[src/rtl/serial_adder_sub.sv]
// Bit-serial adder/subtracter: one full-adder cell, two operand shift registers
// and a carry flop, LSB first, WIDTH cycles per result with START/BUSY/DONE.

module sap_fa (
  input  logic a,
  input  logic b,
  input  logic ci,
  output logic s,
  output logic co
);
  assign s  = a ^ b ^ ci;
  assign co = (a & b) | (ci & (a ^ b));
endmodule

module serial_adder_sub #(
  parameter int WIDTH = 8
) (
  input  logic             CLK,
  input  logic             RST,
  input  logic             START,
  input  logic             SUB,
  input  logic [WIDTH-1:0] A,
  input  logic [WIDTH-1:0] B,
  output logic             BUSY,
  output logic             DONE,
  output logic [WIDTH-1:0] SUM,
  output logic             CARRY,
  output logic             OVERFLOW
);
  localparam int CW = $clog2(WIDTH);

  typedef enum logic [1:0] {IDLE, SHIFT, FINISH} state_t;

  state_t           state;
  logic [WIDTH-1:0] opa, opb, res;
  logic             cy;
  logic [CW-1:0]    cnt;
  logic             fs, fc;
  logic             last;

  sap_fa u_fa (.a(opa[0]), .b(opb[0]), .ci(cy), .s(fs), .co(fc));

  assign last = (cnt == CW'(WIDTH-1));

  always_ff @(posedge CLK) begin
    if (RST) begin
      state    <= IDLE;
      opa      <= '0;
      opb      <= '0;
      res      <= '0;
      cy       <= 1'b0;
      cnt      <= '0;
      BUSY     <= 1'b0;
      DONE     <= 1'b0;
      SUM      <= '0;
      CARRY    <= 1'b0;
      OVERFLOW <= 1'b0;
    end else begin
      case (state)
        IDLE, FINISH: begin
          DONE <= 1'b0;
          if (START) begin
            // Subtract as A + ~B + 1: invert B and seed the carry with SUB.
            opa   <= A;
            opb   <= B ^ {WIDTH{SUB}};
            cy    <= SUB;
            cnt   <= '0;
            BUSY  <= 1'b1;
            state <= SHIFT;
          end else begin
            BUSY  <= 1'b0;
            state <= IDLE;
          end
        end
        SHIFT: begin
          res <= {fs, res[WIDTH-1:1]};
          opa <= opa >> 1;
          opb <= opb >> 1;
          cy  <= fc;
          cnt <= cnt + 1'b1;
          if (last) begin
            // cy still holds the carry into the MSB here.
            SUM      <= {fs, res[WIDTH-1:1]};
            CARRY    <= fc;
            OVERFLOW <= cy ^ fc;
            BUSY     <= 1'b0;
            DONE     <= 1'b1;
            state    <= FINISH;
          end
        end
        default: begin
          BUSY  <= 1'b0;
          DONE  <= 1'b0;
          state <= IDLE;
        end
      endcase
    end
  end
endmodule

[config.mk]
export PLATFORM = sky130hd
export DESIGN_NAME = serial_adder_sub
export DESIGN_NICKNAME = d
export VERILOG_FILES = /design/src/rtl/serial_adder_sub.sv
export SDC_FILE = /design/constraint.sdc
export NUM_CORES = 1
export LEC_CHECK = 0
export CAP_MARGIN = 20
export CORE_ASPECT_RATIO = 1.5
export CORE_UTILIZATION = 50
export CTS_CLUSTER_SIZE = 16
export DETAILED_ROUTE_END_ITERATION = 16
export PLACE_DENSITY = 0.75
export SKIP_CTS_REPAIR_TIMING = 1
export SLEW_MARGIN = 20
export SYNTH_ARGS = -nofsm -noshare
export SYNTH_HDL_FRONTEND = slang
export SYNTH_SLANG_ARGS = --single-unit
[constraint.sdc]
create_clock -name CLK -period 1.82 [get_ports CLK]
set_clock_uncertainty 0.05 [all_clocks]
set_input_delay 0.364 -clock CLK [delete_from_list [all_inputs] [get_ports CLK]]
set_output_delay 0.364 -clock CLK [all_outputs]
set_load 0.005 [all_outputs]
==> reports/metrics.cfg <==
[timing]
setup_slack_ns=0.281
hold_viol=0
setup_viol=0
rsz0062_at_grt=no
clock.fmax_ghz=0.650
drv_slew=0
worst_slew_pin_slew_ns=0.457
fin_crit_ns=1.54
final.setup.tns_ns=0
period_share=0.845
fin_hold_ws_ns=0.403
relSlewSlack=0.695

[clock_tree]
cts-root-buf=clkbuf_8
h-tree-depth=2
clk_pin_slew_worst_paths_ns=0.07
clk_latency_ns=0.28
cts_buffers=5
cts_num_sinks=41
clockBufferDepth=2
cts_tree=yes

[final_layout]
diodes=0
fin_util=0.661
fillers=272
layout.cells.non_filler=261
fin_area_mm2=0.00209
final_nets=244
area.growth.synth_to_final_pct=24.7
multi_input_area_um2=757
seqCellArea_um2=821
drive_gt1_frac=0.0588

[power]
peakVddDrop_mv=0.563
comb_power_share=0.122
p_sw_uw=415
swShare=0.237
p_int_mw=1.33
p_leak_nw=0.735
p_clk_frac=0.331
p_seq_frac=0.546
p_per_area_mw_per_mm2=837
finalPower_mw=1.75

[die]
die_w_um=49.3
dieArea_mm2=0.00359
core.rowCount=25
ios=32
fp.dieH_um=72.9
initial_core_util=0.530
core_mm2=0.00316

[synth]
yosysMostFrequentCell=dfxtp_1
synth.avg_cell_area_um2=8.64
synth_edf_count=0
syn-num-nets=217
ys_ff_latch=41
async_reset_ff_frac=0
synth_top_cell_by_area=dfxtp_1
synth_top_cells_by_area=dfxtp_1, a21oi_1, nand3_1
syn_area_mm2=0.00168
yosys-top-cells-count=dfxtp_1, a21oi_1, nand3_1, nand2_1, a22oi_1
ys.warnings.count=0
synth_top_area_share=0.490
yosysUniqueCellTypes=20
ys.flop_type=dfxtp_1
ys_seq_area_frac=0.490
postSynthCellCount=194

[critical_path]
worst_setup_path_start_kind=register
path_max_fanout=2
cp.required_ns=1.41
arrival_ns=1.12
crit_family=buffers and inverters
end_kind=primary output
cp_slowest_cell=clkdlybuf4s50_1
crit_chain=clkdlybuf4s50_1
max_stage_delay_ns=0.50
crit_type=reg -> out
crit_buf_inv=1

[global_route]
grt_first_pass_wirelength_um=5590
antenna_found_initial=0
grt-ovfl-total=0
grt_usage=0.201
grt_start_max_net_pins=42
grt_pass1_vias=1392

[routing]
vias=1453
met2_wirelength_um=1840
ant_nets=0
dr.pass1.iters=6
drc=0
routed_via_density=5.57
drt-met1-wl_um=1250
drtIter0Drc=61
post_drt_wl_per_cell_um=12.4
wirelength_um=3250
dr_wl_met3_um=122
dr.max_layer_used=met4

[outcome]
status=complete, no violations

[min_path]
min-delay-path-class=reg -> reg

[run]
cap_violations=0

[place]
gp_congestion=0.699
pre_cts_ws_ns=0.261
dp.final_hpwl_um=2270
placedCellCount=254
port_buffers=31
dpl_cell_area_mm2=0.00200

## area by class of cell
class,instances,share of cell area
multi-input combinational,135,0.362
tap,40,0.0240
timing repair buffer,38,0.180
clock buffer,7,0.0413
sequential,41,0.393
## cells in the final DEF, fill, tap and decap left out, drive strengths merged
master         count
a21oi             38
a22oi             15
and2b              1
buf                7
clkbuf             7
clkdlybuf4s50     31
dfxtp             41
fa                 1
ha                 2
nand2             28
nand2b             3
nand3             30
nand3b             2
nor2               2
nor2b              1
nor3               1
nor3b              1
o21a               1
xor2               9
## per-layer routing
metal  track usage  vias up
li1              -      725
met1         0.199      682
met2         0.387       42
met3        0.0438        4
met4        0.0980        0
met5             0        -
## flip-flops by register name, summed over array words and instances (netlist names), 2 cells and up
signal and cells:
res 7, opb 8, opa 8, cnt 3, SUM 8, state 2
## final timing paths
check,startpoint,endpoint,slack (ns),cells past startpoint
max reg2reg,state[1],opb[6],0.39,4
max,OVERFLOW,OVERFLOW,0.28,1
min,SUM[4],SUM[4],0.40,2
min reg2reg,SUM[4],SUM[4],0.40,2
## power groups by stage
stage / registers (mW) / logic, mW / clock network (mW)
global placement: 0.974 / 0.204 / 0
finish: 0.955 / 0.214 / 0.580
floorplan: 0.970 / 0.145 / 0
detailed placement: 0.976 / 0.215 / 0
CTS: 0.955 / 0.215 / 0.593
global route: 0.959 / 0.236 / 0.635
## cells by family (layout without fill, tap and decap cells)
group,Yosys count,count (layout),share of synthesized area
and+or+nand+nor,69,69,0.193
buffers and inverters,18,45,0.0583
DFF,41,41,0.490
xor gates and xnor gates,9,9,0.0471
AOI/OAI and AO/OA,54,54,0.185
adders and majority gates,3,3,0.0269
Note: power is estimated with default switching activity, not from simulation.
